**config.mk**
```make
export PLATFORM = sky130hd
export DESIGN_NAME = hex_display_ctrl_flat
export DESIGN_NICKNAME = d
export VERILOG_FILES = /design/src/rtl/hex_display_ctrl_if.sv /design/src/rtl/hex_display_ctrl.sv /design/src/flat_wrapper.sv
export SDC_FILE = /design/constraint.sdc
export NUM_CORES = 1
export LEC_CHECK = 0
export BUFFER_PORTS_ARGS = -buffer_cell sky130_fd_sc_hd__buf_2
export CAP_MARGIN = 0
export CORE_ASPECT_RATIO = 1.25
export CORE_MARGIN = 2
export CORE_UTILIZATION = 60
export DETAILED_ROUTE_END_ITERATION = 16
export HOLD_SLACK_MARGIN = 0.15
export PLACE_DENSITY_LB_ADDON = 0.15
export SYNTH_ARGS = -nofsm -noshare
export SYNTH_HDL_FRONTEND = slang
export SYNTH_SLANG_ARGS = --single-unit
```
**constraint.sdc**
```tcl
create_clock -name clock -period 8.4 [get_ports clock]
set_input_delay 2.52 -clock clock [delete_from_list [all_inputs] [get_ports clock]]
set_output_delay 2.52 -clock clock [all_outputs]
set_load 0.02 [all_outputs]
```
**src/rtl/hex_display_ctrl_if.sv**
```systemverilog
// Load/value request channel into the display controller, with busy as the back-pressure flag.
// A request is one cycle with load=1 while busy=0. A load seen while busy=1 is dropped, not queued.
interface hex_display_ctrl_if #(
  parameter int DATA_WIDTH = 16
);
  logic                  load;
  logic                  mode;
  logic [DATA_WIDTH-1:0] value;
  logic                  busy;

  modport master (output load, output mode, output value, input busy);
  modport slave  (input load, input mode, input value, output busy);
endinterface

```
**src/rtl/hex_display_ctrl.sv**
```systemverilog
// Multi-digit active-low 7-segment controller. Hex digits come from value nibbles; decimal uses a serial double-dabble converter.
// The display register adds enable, blink, overflow dashes and leading-zero blanking on top of the digit store.
module hex_display_ctrl #(
  parameter int NUM_DIGITS = 4,
  parameter int DATA_WIDTH = 16,
  parameter int BLINK_DIV  = 25000000
) (
  input  logic                    clock,
  input  logic                    reset_s2,
  hex_display_ctrl_if.slave       bus,
  input  logic                    enable,
  input  logic                    blank_lz,
  input  logic                    blink_en,
  output logic [7*NUM_DIGITS-1:0] hex,
  output logic                    overflow,
  output logic [1:0]              dbg_state
);

  localparam int BW  = 4 * NUM_DIGITS;
  localparam int CW  = $clog2(DATA_WIDTH + 1);
  localparam int BCW = $clog2(BLINK_DIV);
  localparam logic [6:0] SEG_OFF  = 7'h7F;
  localparam logic [6:0] SEG_DASH = 7'h3F;

  typedef enum logic [1:0] {
    S_IDLE    = 2'd0,
    S_CONVERT = 2'd1,
    S_UPDATE  = 2'd2
  } state_t;

  state_t                  r_state;
  state_t                  w_state_next;
  logic [DATA_WIDTH-1:0]   r_value;
  logic                    r_mode;
  logic [DATA_WIDTH-1:0]   r_shreg;
  logic [BW-1:0]           r_bcd;
  logic [CW-1:0]           r_cnt;
  logic                    r_ovf_pend;
  logic [BW-1:0]           r_store;
  logic                    r_overflow;
  logic [7*NUM_DIGITS-1:0] r_hex;
  logic [BCW-1:0]          r_blink_cnt;
  logic                    r_phase;

  logic [BW-1:0]           w_bcd_adj;
  logic [BW-1:0]           w_hex_store;
  logic                    w_hex_ovf;
  logic [7*NUM_DIGITS-1:0] w_hex;
  logic                    w_capture;

  function automatic logic [6:0] seg7(input logic [3:0] d);
    case (d)
      4'h0: seg7 = 7'h40;
      4'h1: seg7 = 7'h79;
      4'h2: seg7 = 7'h24;
      4'h3: seg7 = 7'h30;
      4'h4: seg7 = 7'h19;
      4'h5: seg7 = 7'h12;
      4'h6: seg7 = 7'h02;
      4'h7: seg7 = 7'h78;
      4'h8: seg7 = 7'h00;
      4'h9: seg7 = 7'h10;
      4'hA: seg7 = 7'h08;
      4'hB: seg7 = 7'h03;
      4'hC: seg7 = 7'h46;
      4'hD: seg7 = 7'h21;
      4'hE: seg7 = 7'h06;
      default: seg7 = 7'h0E;
    endcase
  endfunction

  assign w_capture = (r_state == S_IDLE) && bus.load;

  always_comb begin
    w_state_next = r_state;
    case (r_state)
      S_IDLE:    if (bus.load) w_state_next = bus.mode ? S_CONVERT : S_UPDATE;
      S_CONVERT: if (r_cnt == CW'(DATA_WIDTH - 1)) w_state_next = S_UPDATE;
      S_UPDATE:  w_state_next = S_IDLE;
      default:   w_state_next = S_IDLE;
    endcase
  end

  always_ff @(posedge clock or posedge reset_s2) begin
    if (reset_s2) r_state <= S_IDLE;
    else          r_state <= w_state_next;
  end

  // Add-3 correction before the shift, so every digit stays a valid BCD digit after it doubles.
  always_comb begin
    w_bcd_adj = r_bcd;
    for (int i = 0; i < NUM_DIGITS; i++) begin
      if (r_bcd[4*i +: 4] >= 4'd5) w_bcd_adj[4*i +: 4] = r_bcd[4*i +: 4] + 4'd3;
    end
  end

  assign w_hex_store = BW'(r_value);
  assign w_hex_ovf   = |(r_value >> BW);

  always_ff @(posedge clock or posedge reset_s2) begin
    if (reset_s2) begin
      r_value    <= '0;
      r_mode     <= 1'b0;
      r_shreg    <= '0;
      r_bcd      <= '0;
      r_cnt      <= '0;
      r_ovf_pend <= 1'b0;
      r_store    <= '0;
      r_overflow <= 1'b0;
    end else begin
      if (w_capture) begin
        r_value    <= bus.value;
        r_mode     <= bus.mode;
        r_shreg    <= bus.value;
        r_bcd      <= '0;
        r_cnt      <= '0;
        r_ovf_pend <= 1'b0;
      end else if (r_state == S_CONVERT) begin
        r_bcd      <= {w_bcd_adj[BW-2:0], r_shreg[DATA_WIDTH-1]};
        r_shreg    <= r_shreg << 1;
        r_ovf_pend <= r_ovf_pend | w_bcd_adj[BW-1];
        r_cnt      <= r_cnt + CW'(1);
      end else if (r_state == S_UPDATE) begin
        r_store    <= r_mode ? r_bcd : w_hex_store;
        r_overflow <= r_mode ? r_ovf_pend : w_hex_ovf;
      end
    end
  end

  always_ff @(posedge clock or posedge reset_s2) begin
    if (reset_s2) begin
      r_blink_cnt <= '0;
      r_phase     <= 1'b1;
    end else if (r_blink_cnt == BCW'(BLINK_DIV - 1)) begin
      r_blink_cnt <= '0;
      r_phase     <= ~r_phase;
    end else begin
      r_blink_cnt <= r_blink_cnt + BCW'(1);
    end
  end

  // Walk from the most significant digit down; blanking stops at the first nonzero digit.
  always_comb begin
    logic       w_lead;
    logic [3:0] w_digit;
    w_hex   = '1;
    w_lead  = 1'b1;
    w_digit = '0;
    for (int i = NUM_DIGITS - 1; i >= 0; i--) begin
      w_digit = r_store[4*i +: 4];
      if (!enable || (blink_en && !r_phase)) begin
        w_hex[7*i +: 7] = SEG_OFF;
      end else if (r_overflow) begin
        w_hex[7*i +: 7] = SEG_DASH;
      end else if (blank_lz && w_lead && (w_digit == 4'd0) && (i != 0)) begin
        w_hex[7*i +: 7] = SEG_OFF;
      end else begin
        w_hex[7*i +: 7] = seg7(w_digit);
        w_lead          = 1'b0;
      end
    end
  end

  always_ff @(posedge clock or posedge reset_s2) begin
    if (reset_s2) r_hex <= '1;
    else          r_hex <= w_hex;
  end

  assign hex       = r_hex;
  assign overflow  = r_overflow;
  assign bus.busy  = (r_state != S_IDLE);
  assign dbg_state = r_state;

endmodule
```
**src/flat_wrapper.sv**
```systemverilog
// flat-port wrapper written by rule: the top's interface ports become plain ports
module hex_display_ctrl_flat 
#(
  parameter int NUM_DIGITS = 4,
  parameter int DATA_WIDTH = 16,
  parameter int BLINK_DIV  = 25000000
)
  (clock, reset_s2, enable, blank_lz, blink_en, hex, overflow, dbg_state, bus_load, bus_mode, bus_value, bus_busy);
  hex_display_ctrl_if #(.DATA_WIDTH(DATA_WIDTH)) bus_i ();
  input  logic clock;
  input  logic reset_s2;
  input  logic enable;
  input  logic blank_lz;
  input  logic blink_en;
  output logic [7*NUM_DIGITS-1:0] hex;
  output logic overflow;
  output logic [1:0] dbg_state;
  input wire logic [$bits(bus_i.load)-1:0] bus_load;
  input wire logic [$bits(bus_i.mode)-1:0] bus_mode;
  input wire logic [$bits(bus_i.value)-1:0] bus_value;
  output wire logic [$bits(bus_i.busy)-1:0] bus_busy;
  assign bus_i.load = bus_load;
  assign bus_i.mode = bus_mode;
  assign bus_i.value = bus_value;
  assign bus_busy = bus_i.busy;
  hex_display_ctrl #(.NUM_DIGITS(NUM_DIGITS), .DATA_WIDTH(DATA_WIDTH), .BLINK_DIV(BLINK_DIV)) u_core (.clock(clock), .reset_s2(reset_s2), .bus(bus_i), .enable(enable), .blank_lz(blank_lz), .blink_en(blink_en), .hex(hex), .overflow(overflow), .dbg_state(dbg_state));
endmodule
```
Word level (Yosys, flattened, before mapping)
Memories as Yosys holds them, arrays and structs flattened.
Index checks and enable logic that the tools add are counted.
{"block": "word_totals", "memories": 4, "rom_bits": 448, "latch_bits": 0, "inputBits": 23, "register_bits": 128, "mem_bits_rw": 0, "wordCells": 90, "output_inout_bits": 32}
{"memory": "(no name shown)", "words": 16, "width": 7, "rd": 1, "rd_ports_with_merged_regs": 0, "write_ports": 0, "line": "hex_display_ctrl.sv:52", "text": "case (d)"}
{"memory": "(no name shown)", "words": 16, "width": 7, "rd": 1, "rd_ports_with_merged_regs": 0, "write_ports": 0, "line": "hex_display_ctrl.sv:52"}
{"memory": "(no name shown)", "words": 16, "width": 7, "rd": 1, "rd_ports_with_merged_regs": 0, "write_ports": 0, "line": "hex_display_ctrl.sv:52"}
{"memory": "(no name shown)", "words": 16, "width": 7, "rd": 1, "rd_ports_with_merged_regs": 0, "write_ports": 0, "line": "hex_display_ctrl.sv:52"}
{"block": "classes", "n_lt_le_gt_ge": 4, "shifts": 0, "n_mul": 0, "addsub": 6, "n_bitwise": 4, "n_eq_ne": 6, "div": 0, "n_reduce_logical": 18, "mux": 36}
{"operator": "2-to-1 mux 16 bit", "count": 5}
{"operator": "2-to-1 mux 7 bit", "count": 11}
{"operator": "adder 25 x 1 -> 25 bit, second input constant", "count": 1}
{"operator": "equality test 25 bit, second input constant", "count": 1}
{"operator": "2-to-1 mux 25 bit", "count": 1}
{"operator": "adder 4 x 2 -> 4 bit, second input constant", "count": 4}
{"operator": "greater-or-equal comparator 4 x 3 -> 1 bit, second input constant", "count": 4}
{"operator": "2-to-1 mux 4 bit", "count": 4}
{"operator": "zero test 4 bit", "count": 3}
{"operator": "2-to-1 mux 5 bit", "count": 2}
{"operator": "2-to-1 mux 1 bit", "count": 9}
{"operator": "logical AND 1 bit", "count": 7}
{"operator": "2-to-1 mux 2 bit", "count": 3}
{"operator": "adder 5 x 1 -> 5 bit, second input constant", "count": 1}
{"operator": "equality test 5 x 4 -> 1 bit, second input constant", "count": 1}
{"operator": "case mux 2 bit (2 select lines)", "count": 1}
{"operator": "nonzero test 2 bit", "count": 2}
{"operator": "inverter 1 bit", "count": 3}
{"operator": "AND reduction 3 bit", "count": 1}
{"operator": "equality test 2 x 1 -> 1 bit, second input constant", "count": 1}
{"operator": "equality test 2 bit, second input constant", "count": 1}
{"operator": "zero test 1 bit", "count": 2}
{"operator": "zero test 2 bit", "count": 1}
{"operator": "!= test 2 x 1 -> 1 bit, second input constant", "count": 1}
{"operator": "other kinds (4)", "count": 4}

Logic depth before layout (Yosys ltp)
{"block": "logic_depth", "word_depth": 15, "mapped_depth": 7, "mapped_depth_nobuf": 7}

Least setup slack after synthesis
OpenSTA, ideal clock, no wires.
{"block": "synth_timing", "kind": "input-to-reg", "startpoint": "input port blank_lz", "endpoint": "register u_core.r_hex[13] (netlist: u_core.hex[13])", "setup_slack_ns": 4.945, "arrival_ns": 3.376, "setup_time_ns": 0.079, "n_path_buf": 0, "cell_stages": 5, "t_required_ns": 8.321, "cell_sequence": "nor4bb_1 > and4_1 > o21a_1 > a311oi_1 > o21ai_0"}
{"block": "synth_between", "elab_chain_len": 14}
{"item": "from (decl)", "line": "flat_wrapper.sv:13", "text": "input logic blank_lz;"}
{"item": "logical AND 1 bit", "line": "hex_display_ctrl.sv:155", "text": "end else if (blank_lz && w_lead && (w_digit == 4'd0) && (i != 0)) begin"}
{"item": "2-to-1 mux 1 bit", "line": "hex_display_ctrl.sv:155"}
{"item": "2-to-1 mux 1 bit", "line": "hex_display_ctrl.sv:153", "text": "end else if (r_overflow) begin"}
{"item": "2-to-1 mux 1 bit", "line": "hex_display_ctrl.sv:151", "text": "if (!enable || (blink_en && !r_phase)) begin"}
{"item": "logical AND 1 bit (2 in a row)", "line": "hex_display_ctrl.sv:155"}
{"item": "2-to-1 mux 1 bit", "line": "hex_display_ctrl.sv:155"}
{"item": "2-to-1 mux 1 bit", "line": "hex_display_ctrl.sv:153"}
{"item": "2-to-1 mux 1 bit", "line": "hex_display_ctrl.sv:151"}
{"item": "logical AND 1 bit (*) (2 in a row)", "line": "hex_display_ctrl.sv:155"}
{"item": "2-to-1 mux 7 bit (*)", "line": "hex_display_ctrl.sv:155"}
{"item": "2-to-1 mux 7 bit (*)", "line": "hex_display_ctrl.sv:153"}
{"item": "2-to-1 mux 7 bit (*)", "line": "hex_display_ctrl.sv:151"}
{"item": "via u_core.w_hex[13]", "line": "hex_display_ctrl.sv:48", "text": "logic [7*NUM_DIGITS-1:0] w_hex;"}
{"item": "to (signal assigned)", "line": "hex_display_ctrl.sv:166", "text": "else r_hex <= w_hex;"}
{"item": "to (decl)", "line": "hex_display_ctrl.sv:41", "text": "logic [7*NUM_DIGITS-1:0] r_hex;"}
The timed path passes the listed nets; every way through them passes the cells marked *.
A chain may end at the register's enable or synchronous reset.

Worst setup path after layout
{"block": "layout_timing", "startpoint": "register u_core.r_state[0] (netlist: u_core.dbg_state[0])", "endpoint": "output port bus_busy"}
{"block": "layout_between", "elab_chain_len": 1}
{"item": "from (decl)", "line": "hex_display_ctrl.sv:31", "text": "state_t r_state;"}
{"item": "from (signal assigned)", "line": "hex_display_ctrl.sv:86", "text": "else r_state <= w_state_next;"}
{"item": "nonzero test 2 bit", "line": "hex_display_ctrl.sv:171", "text": "assign bus.busy = (r_state != S_IDLE);"}
{"item": "to (decl)", "line": "flat_wrapper.sv:21", "text": "output wire logic [$bits(bus_i.busy)-1:0] bus_busy;"}
No other way between the ends.

==> results.json <==
{
  "synth_flop_cell": "dfrtp_1",
  "critPathMaxStageDelay_ps": 440,
  "power.density_nw_per_um2": 343.8,
  "antenna_found_initial": 0,
  "ys_seq_elements": 128,
  "cts-htree-levels": 4,
  "hold_depth": 2,
  "cp_top_family": "flip-flops",
  "start_util": 0.6104,
  "synth_top_area_cell": "dfrtp_1",
  "fp.dieW_um": 96.26,
  "r2r_slack_ps": 6420,
  "fmax_mhz": 265.7,
  "synth_area_per_cell_um2": 9.851,
  "coreArea_um2": 10460,
  "internal_power_mw": 1.557,
  "rsz0062_at_grt": "no",
  "grtUsageTotal": 0.2310,
  "hp-class": "flip-flop to flip-flop",
  "postSynth.asyncResetShare": 1.000,
  "cts_hold_buf": 0,
  "final_util": 0.6922,
  "drt-total-wl_um": 12240,
  "area_growth_pct": 13.39,
  "layout.nets": 751,
  "clk_pin_slew_worst_paths_ps": 50,
  "grt_pass1_vias": 4613,
  "gp_congestion": 0.8595,
  "clock_skew_ps": 7.108,
  "wl_per_cell_um": 14.57,
  "period_minus_slack_ps": 3764,
  "synth_edf_count": 0,
  "tns_ps": 0,
  "die_y_um": 119.3,
  "crit_buf_inv": 2,
  "ir_drop_mv": 0.1930,
  "switching_power_mw": 0.9311,
  "p_leak_nw": 3.299,
  "synth_top_cell_area_share": 0.3881,
  "timing.rr.end": "u_core.r_bcd[7]",
  "syn_nets": 704,
  "dieArea_um2": 11490,
  "vias": 4683,
  "finalNonFillerCells": 840,
  "min_from": "u_core.r_value[6]",
  "ant_nets": 0,
  "setup_violations": 0,
  "cts_tree": "yes",
  "start_kind": "flip-flop",
  "seq_power_share": 0.418,
  "worstPathRequired_ps": 5880,
  "cp.arrival_ps": 1240,
  "path_class": "flip-flop to output pin",
  "io_pins": 55,
  "dp.cells": 808,
  "yosys-top-cells-count": "117 x nand2_1, 99 x dfrtp_1, 72 x o21ai_0, 40 x nor2_1",
  "firstDrtPassIters": 5,
  "swShare": 0.3742,
  "numCtsBuffers": 17,
  "max-cap-violations": 0,
  "grt_pass1_wl_um": 20860,
  "place_area_um2": 6725,
  "cp-startpoint": "u_core.dbg_state[0]",
  "synth_cell_types": 45,
  "ys_seq_area_frac": 0.5074,
  "path_max_fanout": 7,
  "cts_buffer_depth": 2,
  "drc": 0,
  "cts_num_sinks": 128,
  "syn-cell-area_um2": 6384,
  "r2r-start": "u_core.dbg_state[1]",
  "drtIter0Drc": 266,
  "worstRegToRegCells": 4,
  "finalInstanceArea_um2": 7238,
  "critical-path-slowest-cell": "dfrtp_1",
  "synth_area_leaders": "dfrtp_1 39%, dfstp_2 12%, nand2_1 6.9%, ha_1 6.5%, o21ai_0 5.6%",
  "cts_resized": 0,
  "cts_root_buf": "clkbuf_16",
  "grt_max_degree": 73,
  "tightest_slew_ps": 1043,
  "row_count": 42,
  "layout-drive-gt1-share": 0.1723,
  "numPortBuffers": 54,
  "synthCells": 648,
  "holdWs_ps": 474.0,
  "cts_setup_buffers": 0,
  "end_kind": "output pin",
  "hold_end": "u_core.r_value[6]",
  "status": "finished clean",
  "slew_violations": 0,
  "synth.most_common_cell": "nand2_1",
  "period_share": 0.4481,
  "clkPwrFrac": 0.256,
  "via_per_inst": 5.575,
  "num_antenna_cells": 0,
  "dp_hpwl_um": 8358,
  "crit_chain": "nor2_1, inv_1, buf_2",
  "power_frac_comb": 0.326,
  "finalHoldViolations": 0,
  "grt_overflow": 0,
  "slew_headroom": 0.3047,
  "synth_warnings": 0,
  "worst_skew_pair.late_latency_ps": 410
}
-- sequential cells by signal (all words and copies together) (netlist names) --
register,flops
u_core.dbg_state,2
u_core.hex,28
u_core.overflow,1
u_core.r_bcd,16
u_core.r_blink_cnt,25
u_core.r_cnt,5
u_core.r_mode,1
u_core.r_ovf_pend,1
u_core.r_phase,1
u_core.r_shreg,16
u_core.r_store,16
u_core.r_value,16
-- how the worst max path moves through the flow --
stage	slack, ps	endpoint	cells past startpoint
detailed placement	4310	u_core.r_shreg[0]	3
floorplan	2520	u_core.dbg_state[0]	1
finish	4640	bus_busy	3
global placement	4350	u_core.r_cnt[1]	3
CTS	4620	bus_busy	3
global route	4530	bus_busy	3
-- placed cells by master (no fill, tap or decap), drive strengths merged, types with 4 or more instances in the layout --
master	count
a21oi	12
a32o	4
and3	4
buf	57
clkbuf	25
clkinv	6
dfrtp	99
dfstp	29
ha	33
inv	31
mux2i	33
nand2	117
nand2b	12
nand3	26
nand4	8
nor2	41
o211ai	16
o21ai	72
o311ai	8
o31ai	6
xnor2	13
xor2	17
-- metrics by stage --
stage | setup WS (ps) | power [mW]
floorplan | 2515 | 1.642
global placement | 4349 | 1.817
detailed placement | 4313 | 1.857
CTS | 4616 | 2.509
global route | 4528 | 2.679
finish | 4636 | 2.488
-- kinds of logic after synthesis --
group           after synthesis  share of synthesized area
xor+xnor                     30                    0.04116
flops                       128                     0.5074
fa+ha+maj                    33                    0.06468
simple gates                230                     0.1656
mux                          35                    0.05704
buf+inv                      60                    0.03724
compound gates              132                     0.1268
-- cell type report --
class / count / area [um2]
Sequential cell: 128 / 3239
Fill cell: 817 / 3219
Multi-Input combinational cell: 460 / 2909
Clock buffer: 25 / 475.5
Timing Repair Buffer: 57 / 292.8
Tap cell: 132 / 165.2
Inverter: 31 / 118.9
Clock inverter: 7 / 37.54
-- worst reg2reg max path: cells and delay by family (launching register included) --
family | cells | cell delay [ps]
simple gates | 2 | 1090
flops | 1 | 430
compound gates | 2 | 350
-- power groups by stage --
stage	combinational (mW)	clock [mW]	sequential (mW)
after floorplan	0.636	0	1.01
after global placement	0.782	0	1.03
after detailed placement	0.809	0	1.05
after CTS	0.819	0.650	1.04
after global routing	0.927	0.677	1.08
final	0.811	0.637	1.04
-- layer usage --
| layer | global-route usage | part of all wire |
|---|---|---|
| met1 | 0.3125 | 0.45 |
| met2 | 0.3655 | 0.49 |
| met3 | 0.05313 | 0.045 |
| met4 | 0.07768 | 0.013 |
| met5 | 0 | 0 |
(Power assumes the default switching activity.)
